$ cat src/rtl/dehaze_pkg.sv
// Shared types and helpers for the dehazer dark-channel stage.
// Provides the FSM state enum, RGB slice bounds, default frame size and min3_u8.
package dehaze_pkg;

   typedef enum logic [2:0] {
      IDLE,
      WAIT_RDY,
      RUN,
      DRAIN,
      DONE
   } state_e;

   localparam int R_HI = 23;
   localparam int R_LO = 16;
   localparam int G_HI = 15;
   localparam int G_LO = 8;
   localparam int B_HI = 7;
   localparam int B_LO = 0;

   localparam int DEF_IMG_W = 100;
   localparam int DEF_IMG_H = 100;

   function automatic logic [7:0] min3_u8(
      input logic [7:0] a,
      input logic [7:0] b,
      input logic [7:0] c
   );
      logic [7:0] m;
      m = (a < b) ? a : b;
      return (m < c) ? m : c;
   endfunction

endpackage

$ cat src/rtl/pix_min3.sv
// Combinational minimum of three unsigned 8-bit values.
// Ports: a, b, c in; y = min(a, b, c) out.
module pix_min3
   import dehaze_pkg::*;
(
   input  logic [7:0] a,
   input  logic [7:0] b,
   input  logic [7:0] c,
   output logic [7:0] y
);

   assign y = min3_u8(a, b, c);

endmodule

$ cat src/rtl/dark_channel_airlight.sv
// Dark-channel pipeline (3x3 RGB window min) with frame max / airlight tracking.
// Ports: gen_clk, rst_n, start, hold, buf_rdy, A..I in; buf_rd, dc_valid, dc_out,
// busy, frame_done, max_dark, airlight, airlight_valid out.
// DARK_COORD_EN adds al_row/al_col (raster position of the airlight pixel).
module dark_channel_airlight
   import dehaze_pkg::*;
#(
   parameter int IMG_W = DEF_IMG_W,
   parameter int IMG_H = DEF_IMG_H,
   parameter int PIX_W = 24
) (
   input  logic             gen_clk,
   input  logic             rst_n,
   input  logic             start,
   input  logic             hold,
   input  logic             buf_rdy,
   output logic             buf_rd,
   input  logic [PIX_W-1:0] A,
   input  logic [PIX_W-1:0] B,
   input  logic [PIX_W-1:0] C,
   input  logic [PIX_W-1:0] D,
   input  logic [PIX_W-1:0] E,
   input  logic [PIX_W-1:0] F,
   input  logic [PIX_W-1:0] G,
   input  logic [PIX_W-1:0] H,
   input  logic [PIX_W-1:0] I,
   output logic             dc_valid,
   output logic [7:0]       dc_out,
   output logic             busy,
   output logic             frame_done,
   output logic [7:0]       max_dark,
   output logic [PIX_W-1:0] airlight,
   output logic             airlight_valid
`ifdef DARK_COORD_EN
   ,
   output logic [$clog2(IMG_H)-1:0] al_row,
   output logic [$clog2(IMG_W)-1:0] al_col
`endif
);

   localparam int NPIX  = IMG_W * IMG_H;
   localparam int CNT_W = $clog2(NPIX + 1);
   localparam logic [CNT_W-1:0] LAST_RD = CNT_W'(NPIX - 1);
   localparam logic [CNT_W-1:0] N_OUT   = CNT_W'(NPIX);

   state_e state_q, state_d;
   logic   buf_rd_c, frame_done_c, start_go;

   logic [CNT_W-1:0] rd_cnt_q, rd_cnt_d;
   logic [CNT_W-1:0] out_cnt_q, out_cnt_d;

   logic [8:0][PIX_W-1:0] win;
   logic [8:0][7:0]       pm, s1_q, s1_d;
   logic [2:0][7:0]       gm, s2_q, s2_d;
   logic [7:0]            fm;

   logic v0_q, s1_v_q, s2_v_q, dc_valid_q;
   logic v0_d, s1_v_d, s2_v_d, dc_valid_d;
   logic [PIX_W-1:0] e1_q, e2_q, e3_q;
   logic [PIX_W-1:0] e1_d, e2_d, e3_d;
   logic [7:0]       dc_out_q, dc_out_d;

   logic [7:0]       max_dark_q, max_dark_d;
   logic [PIX_W-1:0] airlight_q, airlight_d;
   logic             al_valid_q, al_valid_d;
   logic             new_max;

   assign win = {I, H, G, F, E, D, C, B, A};

   // Stage 1 reduction: per-pixel min over R, G, B.
   for (genvar p = 0; p < 9; p++) begin : g_pix
      pix_min3 u_pix (
         .a (win[p][R_HI:R_LO]),
         .b (win[p][G_HI:G_LO]),
         .c (win[p][B_HI:B_LO]),
         .y (pm[p])
      );
   end

   // Stage 2 reduction: min per window row.
   for (genvar r = 0; r < 3; r++) begin : g_row
      pix_min3 u_row (
         .a (s1_q[3*r]),
         .b (s1_q[3*r+1]),
         .c (s1_q[3*r+2]),
         .y (gm[r])
      );
   end

   pix_min3 u_fin (
      .a (s2_q[0]),
      .b (s2_q[1]),
      .c (s2_q[2]),
      .y (fm)
   );

   always_comb begin
      state_d      = state_q;
      buf_rd_c     = 1'b0;
      frame_done_c = 1'b0;
      unique case (state_q)
         IDLE: begin
            if (start) state_d = WAIT_RDY;
         end
         WAIT_RDY: begin
            if (buf_rdy) state_d = RUN;
         end
         RUN: begin
            buf_rd_c = !hold;
            if (buf_rd_c && rd_cnt_q == LAST_RD) state_d = DRAIN;
         end
         DRAIN: begin
            if (out_cnt_q == N_OUT) state_d = DONE;
         end
         DONE: begin
            frame_done_c = 1'b1;
            state_d      = IDLE;
         end
         default: state_d = IDLE;
      endcase
   end

   always_comb begin
      v0_d       = buf_rd_c;
      s1_v_d     = v0_q;
      s2_v_d     = s1_v_q;
      dc_valid_d = s2_v_q;
      s1_d       = pm;
      s2_d       = gm;
      e1_d       = E;
      e2_d       = e1_q;
      e3_d       = e2_q;
      dc_out_d   = s2_v_q ? fm : dc_out_q;
   end

   assign start_go = (state_q == IDLE) && start;
   assign new_max  = dc_valid_q && (dc_out_q > max_dark_q);

   always_comb begin
      rd_cnt_d   = rd_cnt_q;
      out_cnt_d  = out_cnt_q;
      max_dark_d = max_dark_q;
      airlight_d = airlight_q;
      al_valid_d = al_valid_q;
      if (start_go) begin
         rd_cnt_d   = '0;
         out_cnt_d  = '0;
         max_dark_d = '0;
         airlight_d = '0;
         al_valid_d = 1'b0;
      end else begin
         if (buf_rd_c) rd_cnt_d = rd_cnt_q + CNT_W'(1);
         if (dc_valid_q) out_cnt_d = out_cnt_q + CNT_W'(1);
         // Strict compare keeps the earliest pixel on ties.
         if (new_max) begin
            max_dark_d = dc_out_q;
            airlight_d = e3_q;
         end
         if (state_q == DONE) al_valid_d = 1'b1;
      end
   end

   always_ff @(posedge gen_clk or negedge rst_n) begin
      if (!rst_n) begin
         state_q    <= IDLE;
         rd_cnt_q   <= '0;
         out_cnt_q  <= '0;
         v0_q       <= 1'b0;
         s1_v_q     <= 1'b0;
         s2_v_q     <= 1'b0;
         dc_valid_q <= 1'b0;
         s1_q       <= '0;
         s2_q       <= '0;
         e1_q       <= '0;
         e2_q       <= '0;
         e3_q       <= '0;
         dc_out_q   <= '0;
         max_dark_q <= '0;
         airlight_q <= '0;
         al_valid_q <= 1'b0;
      end else begin
         state_q    <= state_d;
         rd_cnt_q   <= rd_cnt_d;
         out_cnt_q  <= out_cnt_d;
         v0_q       <= v0_d;
         s1_v_q     <= s1_v_d;
         s2_v_q     <= s2_v_d;
         dc_valid_q <= dc_valid_d;
         s1_q       <= s1_d;
         s2_q       <= s2_d;
         e1_q       <= e1_d;
         e2_q       <= e2_d;
         e3_q       <= e3_d;
         dc_out_q   <= dc_out_d;
         max_dark_q <= max_dark_d;
         airlight_q <= airlight_d;
         al_valid_q <= al_valid_d;
      end
   end

`ifdef DARK_COORD_EN
   localparam int ROW_W = $clog2(IMG_H);
   localparam int COL_W = $clog2(IMG_W);

   // Raster position of the sample currently on dc_out (no divider needed).
   logic [ROW_W-1:0] row_q, row_d, al_row_q, al_row_d;
   logic [COL_W-1:0] col_q, col_d, al_col_q, al_col_d;

   always_comb begin
      row_d    = row_q;
      col_d    = col_q;
      al_row_d = al_row_q;
      al_col_d = al_col_q;
      if (start_go) begin
         row_d    = '0;
         col_d    = '0;
         al_row_d = '0;
         al_col_d = '0;
      end else begin
         if (new_max) begin
            al_row_d = row_q;
            al_col_d = col_q;
         end
         if (dc_valid_q) begin
            if (col_q == COL_W'(IMG_W - 1)) begin
               col_d = '0;
               row_d = (row_q == ROW_W'(IMG_H - 1)) ? '0 : row_q + ROW_W'(1);
            end else begin
               col_d = col_q + COL_W'(1);
            end
         end
      end
   end

   always_ff @(posedge gen_clk or negedge rst_n) begin
      if (!rst_n) begin
         row_q    <= '0;
         col_q    <= '0;
         al_row_q <= '0;
         al_col_q <= '0;
      end else begin
         row_q    <= row_d;
         col_q    <= col_d;
         al_row_q <= al_row_d;
         al_col_q <= al_col_d;
      end
   end

   assign al_row = al_row_q;
   assign al_col = al_col_q;
`endif

   assign buf_rd         = buf_rd_c;
   assign dc_valid       = dc_valid_q;
   assign dc_out         = dc_out_q;
   assign busy           = (state_q != IDLE);
   assign frame_done     = frame_done_c;
   assign max_dark       = max_dark_q;
   assign airlight       = airlight_q;
   assign airlight_valid = al_valid_q;

endmodule
$ cat config.mk
export PLATFORM = sky130hd
export DESIGN_NAME = dark_channel_airlight
export DESIGN_NICKNAME = d
export VERILOG_FILES = /design/src/rtl/dehaze_pkg.sv /design/src/rtl/pix_min3.sv /design/src/rtl/dark_channel_airlight.sv
export SDC_FILE = /design/constraint.sdc
export NUM_CORES = 1
export LEC_CHECK = 0
export BUFFER_PORTS_ARGS = -buffer_cell sky130_fd_sc_hd__buf_2
export CAP_MARGIN = 0
export CORE_MARGIN = 2
export CORE_UTILIZATION = 40
export DETAILED_ROUTE_END_ITERATION = 10
export PLACE_DENSITY = 0.66
export SLEW_MARGIN = 10
export SYNTH_ARGS = -nofsm -noshare
export SYNTH_HDL_FRONTEND = slang
export SYNTH_HIERARCHICAL = 1
export SYNTH_SLANG_ARGS = --single-unit
$ cat constraint.sdc
create_clock -name gen_clk -period 4.3 [get_ports gen_clk]
set_clock_uncertainty 0.2 [all_clocks]
set_input_delay 0.645 -clock gen_clk [delete_from_list [all_inputs] [get_ports gen_clk]]
set_output_delay 0.645 -clock gen_clk [all_outputs]
set_load 0.05 [all_outputs]
==> metrics.md <==
| Metric | Value |
|---|---|
| Mux cell area share after synthesis | 0.152 |
| Number of core rows | 71 |
| Count of buffers inserted at the top-level ports | 265 |
| Core box area | 0.0376 mm2 |
| Wire length per cell after detailed routing | 15.1 um |
| Largest fanout on the critical path | 8 |
| Clock tree from TritonCTS | done |
| Vias per cell | 5.03 |
| # fillers | 3522 |
| Power density cells | 576 mW/mm2 |
| Drt first pass iters | 4 |
| Drt total wl | 33900 um |
| Sort of element at the start of the critical path | flop |
| Share of post-route cells with drive strength above 1 | 0.316 |
| DP HPWL | 26200 um |
| Clock sink total | 244 |
| Predominant post-synthesis flop cell | sky130_fd_sc_hd__dfrtp_1 |
| Final max-slew violation count | 0 |
| Max-capacitance violation count | 0 |
| Final Wtd Congestion | 0.835 |
| Setup TNS after final layout | 0 ns |
| Combined area of all synthesized cells | 0.0152 mm2 |
| Final Hold Viols | 0 |
| Die footprint | 0.0396 mm2 |
| Nets | 2135 |
| Pin count of the biggest net entering global routing | 104 |
| CTS Root Cell | sky130_fd_sc_hd__clkbuf_16 |
| Per-instance average area after synthesis | 10.5 um2 |
| Wire length of the first global-routing pass | 55600 um |
| Cell accounting for the most synthesized area | sky130_fd_sc_hd__dfrtp_1 |
| Synthesized net count | 1869 |
| IO Pins | 266 |
| Area of all sequential standard cells | 0.00611 mm2 |
| Status | finished clean |
| Transition time of the tightest slew-check pin | 1.21 ns |
| CP Data Required Time | 4.52 ns |
| Number of warning messages in the yosys log | 6 |
| Final Power | 0.0103 W |
| Number of enable-type register cells in the synthesized netlist | 0 |
| Post-route DRC violation count | 0 |
| Flip-flop and latch count after synthesis | 244 |
| Clock latency of the later-clocked register in the worst-skew pair | 0.55 ns |
| Setup repair after global routing missed its margin | false |
| Effective utilization at floorplan | 0.405 |
| Max Buffers Root-to-Sink | 3 |
| Final antenna diode count | 0 |
| Parity-gate share of the synthesized area counting xor and xnor cells | 0.0150 |
| Total congestion overflow after global routing | 0 |
| Kind of critical path | reg2reg |
| Worst Hold Slack | 0.0372 ns |
| LEAKAGE | 9.03 nW |
| Asr flop ratio synth | 1.00 |
| Final worst path period share | 0.899 |
| Crit. End Element | flop |
| Die span in y | 199 um |
| Routed Antenna Nets | 0 |
| Number of global-route vias before repair | 11600 |
| Fraction of the mapped netlist area in compound gates | 0.116 |
| Final Critical Period | 3.86 ns |
| Distinct cell type count after synthesis | 44 |
| Number of buffers created by CTS | 27 |
| Final setup violating endpoints | 0 |
| Number of H-tree levels | 1 |
| WP data arrival | 4.08 ns |
| CTS clk-pin slew, worst paths | 0.06 ns |
| Antenna violations before repair | 3 |
| Wire length on met2 | 16400 um |
| Layout overhead on the synthesized area | 17.8% |
| Post-route met1 wirelength | 15200 um |
| Dominant combinational cell family by area after synthesis | adder cells |
| Highest routing layer actually used | met5 |
| Die width | 199 um |
| Total number of vias | 11300 |
| Share of the synthesized area in the top cell type | 0.401 |
| Routed length on met3 | 1520 um |
| Multi-input gate area in the final layout | 0.00801 mm2 |
| Post-Syn Instances | 1455 |
| First DRT Iteration DRCs | 379 |
| Post-synthesis share of cell area spent on full adders, half adders and majority gates | 0.159 |
| Largest cells by area after synthesis | sky130_fd_sc_hd__dfrtp_1 40%, sky130_fd_sc_hd__ha_1 16%, sky130_fd_sc_hd__mux2_2 14% |
| IR Drop Worst-Case VDD | 397 uV |
| FMAX | 0.259 GHz |
| Tightest Hold Check Type | in2reg |
| Headroom to the max-slew limit | 0.194 |
| Total GRT Usage | 0.172 |
| Synthesized-area fraction occupied by and/or/nand/nor cells | 0.0826 |
| Sequential fraction of the synthesis area | 0.401 |
==> cell usage after synthesis (2+ instances only) <==
cell type / instances
sky130_fd_sc_hd__nor3_1: 4
sky130_fd_sc_hd__nor4_1: 14
sky130_fd_sc_hd__a21oi_1: 89
sky130_fd_sc_hd__mux2_2: 189
sky130_fd_sc_hd__nand3_1: 43
sky130_fd_sc_hd__o31a_1: 2
sky130_fd_sc_hd__nor2_1: 56
sky130_fd_sc_hd__nand2_1: 47
sky130_fd_sc_hd__and3_1: 5
sky130_fd_sc_hd__clkbuf_1: 18
sky130_fd_sc_hd__o21a_1: 26
sky130_fd_sc_hd__o31ai_1: 2
sky130_fd_sc_hd__and4_1: 2
sky130_fd_sc_hd__dfrtp_1: 244
sky130_fd_sc_hd__ha_1: 193
sky130_fd_sc_hd__a21oi_4: 13
sky130_fd_sc_hd__mux2i_2: 13
sky130_fd_sc_hd__o221ai_1: 13
sky130_fd_sc_hd__buf_6: 15
sky130_fd_sc_hd__a211oi_1: 13
sky130_fd_sc_hd__xnor2_1: 5
sky130_fd_sc_hd__o21bai_1: 13
sky130_fd_sc_hd__o21ai_0: 74
sky130_fd_sc_hd__o21ai_1: 14
sky130_fd_sc_hd__a21o_1: 16
sky130_fd_sc_hd__and2b_2: 13
sky130_fd_sc_hd__xor2_1: 21
sky130_fd_sc_hd__nand4_1: 35
sky130_fd_sc_hd__nand2b_1: 10
sky130_fd_sc_hd__buf_1: 3
sky130_fd_sc_hd__inv_1: 236
sky130_fd_sc_hd__nor2_2: 2
==> worst max-delay path, stage by stage, from the launching register on <==
cell and delay (ns):
sky130_fd_sc_hd__dfrtp_1 0.36, sky130_fd_sc_hd__inv_1 0.05, sky130_fd_sc_hd__ha_1 0.30, sky130_fd_sc_hd__nand4_1 0.13, sky130_fd_sc_hd__o221ai_1 0.19, sky130_fd_sc_hd__a21o_1 0.32
sky130_fd_sc_hd__mux2_2 0.43, sky130_fd_sc_hd__ha_1 0.30, sky130_fd_sc_hd__a211oi_1 0.21, sky130_fd_sc_hd__o21bai_1 0.14, sky130_fd_sc_hd__nor4_2 0.36, sky130_fd_sc_hd__a21oi_4 0.16
sky130_fd_sc_hd__mux2_2 0.32, sky130_fd_sc_hd__mux2_2 0.26
==> flip-flops by register name, indices dropped and copies added, names as in the netlist <==
register / cells
dc_out: 8
out_cnt_q: 14
s2_q: 24
s1_q: 72
airlight_valid: 1
e2_q: 24
e1_q: 24
max_dark: 8
rd_cnt_q: 14
e3_q: 24
dc_valid: 1
state_q: 3
airlight: 24
dc_valid_d: 1
s1_v_d: 1
s1_v_q: 1
==> worst paths after layout <==
path                            slack [ns]  cells past startpoint                    end          startpoint
worst max register to register        0.44                     13  dc_out[6]$_DFFE_PN0P_  s2_q[15]$_DFF_PN0_
min in group asynchronous             0.57                      2     s1_q[61]$_DFF_PN0_               rst_n
max in group asynchronous             2.36                      3     e2_q[12]$_DFF_PN0_               rst_n
worst max-delay path                  0.44                     13  dc_out[6]$_DFFE_PN0P_  s2_q[15]$_DFF_PN0_
worst min-delay path                  0.04                      1      e1_q[6]$_DFF_PN0_                E[6]
worst min register to register        0.14                      0     e3_q[12]$_DFF_PN0_  e2_q[12]$_DFF_PN0_
==> metrics by stage <==
step                area (um2)  worst slack, ns   util  cells
CTS                      17900            0.273  0.477   2246
finish                   17900            0.435  0.478   2246
global placement         17100            0.192  0.454   2202
global route             17900            0.147  0.478   2246
floorplan                15200            0.699      -   1455
detailed placement       17100            0.134  0.454   2202
==> per-layer routing <==
metal	up-vias	GRT usage
met5	-	0
met4	6	0.0439
met3	55	0.0258
met2	224	0.307
met1	5433	0.219
li1	5578	-
==> power breakdown <==
part | total, W | internal (W) | switching (W) | leakage, nW
Combinational | 0.00486 | 0.00193 | 0.00293 | 5.62
Sequential | 0.00319 | 0.00282 | 0.000374 | 2.98
Clock | 0.00229 | 0.00139 | 0.000900 | 0.430
==> final cells by class <==
| type | count | area share |
|---|---|---|
| clock buffers | 35 | 0.0416 |
| multi-input cells | 939 | 0.446 |
| flip-flops and latches | 244 | 0.340 |
| inverters | 236 | 0.0494 |
| clock inverters | 8 | 0.00739 |
| well taps | 511 | 0.0356 |
| repair buffers | 273 | 0.0793 |
==> cells by family (layout without fill, tap and decap cells) <==
logic type / Yosys count / after routing
AO/OA/AOI/OAI: 277 / 277
AND/OR/NAND/NOR: 240 / 240
flip-flops: 244 / 244
buffers and inverters: 272 / 552
XOR/XNOR: 26 / 26
multiplexers: 203 / 203
adder cells (fa/ha/maj): 193 / 193
==> layout by cell type, fill, tap and decap left out, types with 2 or more instances in the layout <==
| cell type | Yosys | final |
|---|---|---|
| sky130_fd_sc_hd__nor2_1 | 56 | 56 |
| sky130_fd_sc_hd__nor2_2 | 2 | 2 |
| sky130_fd_sc_hd__inv_1 | 236 | 236 |
| sky130_fd_sc_hd__mux2_2 | 189 | 189 |
| sky130_fd_sc_hd__o221ai_1 | 13 | 13 |
| sky130_fd_sc_hd__and3_1 | 5 | 5 |
| sky130_fd_sc_hd__o31a_1 | 2 | 2 |
| sky130_fd_sc_hd__a21o_1 | 16 | 16 |
| sky130_fd_sc_hd__clkbuf_8 | 0 | 4 |
| sky130_fd_sc_hd__a21oi_4 | 13 | 13 |
| sky130_fd_sc_hd__dfrtp_1 | 244 | 244 |
| sky130_fd_sc_hd__and2b_2 | 13 | 13 |
| sky130_fd_sc_hd__a21oi_1 | 89 | 89 |
| sky130_fd_sc_hd__mux2i_2 | 13 | 13 |
| sky130_fd_sc_hd__xor2_1 | 21 | 21 |
| sky130_fd_sc_hd__and4_1 | 2 | 2 |
| sky130_fd_sc_hd__a211oi_1 | 13 | 13 |
| sky130_fd_sc_hd__buf_12 | 0 | 2 |
| sky130_fd_sc_hd__ha_1 | 193 | 193 |
| sky130_fd_sc_hd__nor4_1 | 14 | 13 |
| sky130_fd_sc_hd__buf_2 | 0 | 264 |
| sky130_fd_sc_hd__o21ai_1 | 14 | 14 |
| sky130_fd_sc_hd__nand2b_1 | 10 | 10 |
| sky130_fd_sc_hd__o21a_1 | 26 | 26 |
| sky130_fd_sc_hd__nand2_1 | 47 | 47 |
| sky130_fd_sc_hd__nand3_1 | 43 | 43 |
| sky130_fd_sc_hd__clkinv_2 | 0 | 3 |
| sky130_fd_sc_hd__bufinv_16 | 0 | 3 |
| sky130_fd_sc_hd__clkbuf_16 | 0 | 27 |
| sky130_fd_sc_hd__o21bai_1 | 13 | 13 |
| sky130_fd_sc_hd__clkbuf_1 | 18 | 4 |
| sky130_fd_sc_hd__o21ai_0 | 74 | 74 |
| sky130_fd_sc_hd__nor3_1 | 4 | 4 |
| sky130_fd_sc_hd__buf_4 | 0 | 5 |
| sky130_fd_sc_hd__nand4_1 | 35 | 35 |
| sky130_fd_sc_hd__xnor2_1 | 5 | 5 |
==> what timing repair did <==
action | CTS | global route
setup endpoints to repair | 0 | 1
resized for setup | 0 | 1
endpoints found under the hold margin | 36 | 0
hold buffers | 1 | 0
setup buffers | 0 | 0
Note: power is estimated with default switching activity, not from simulation.
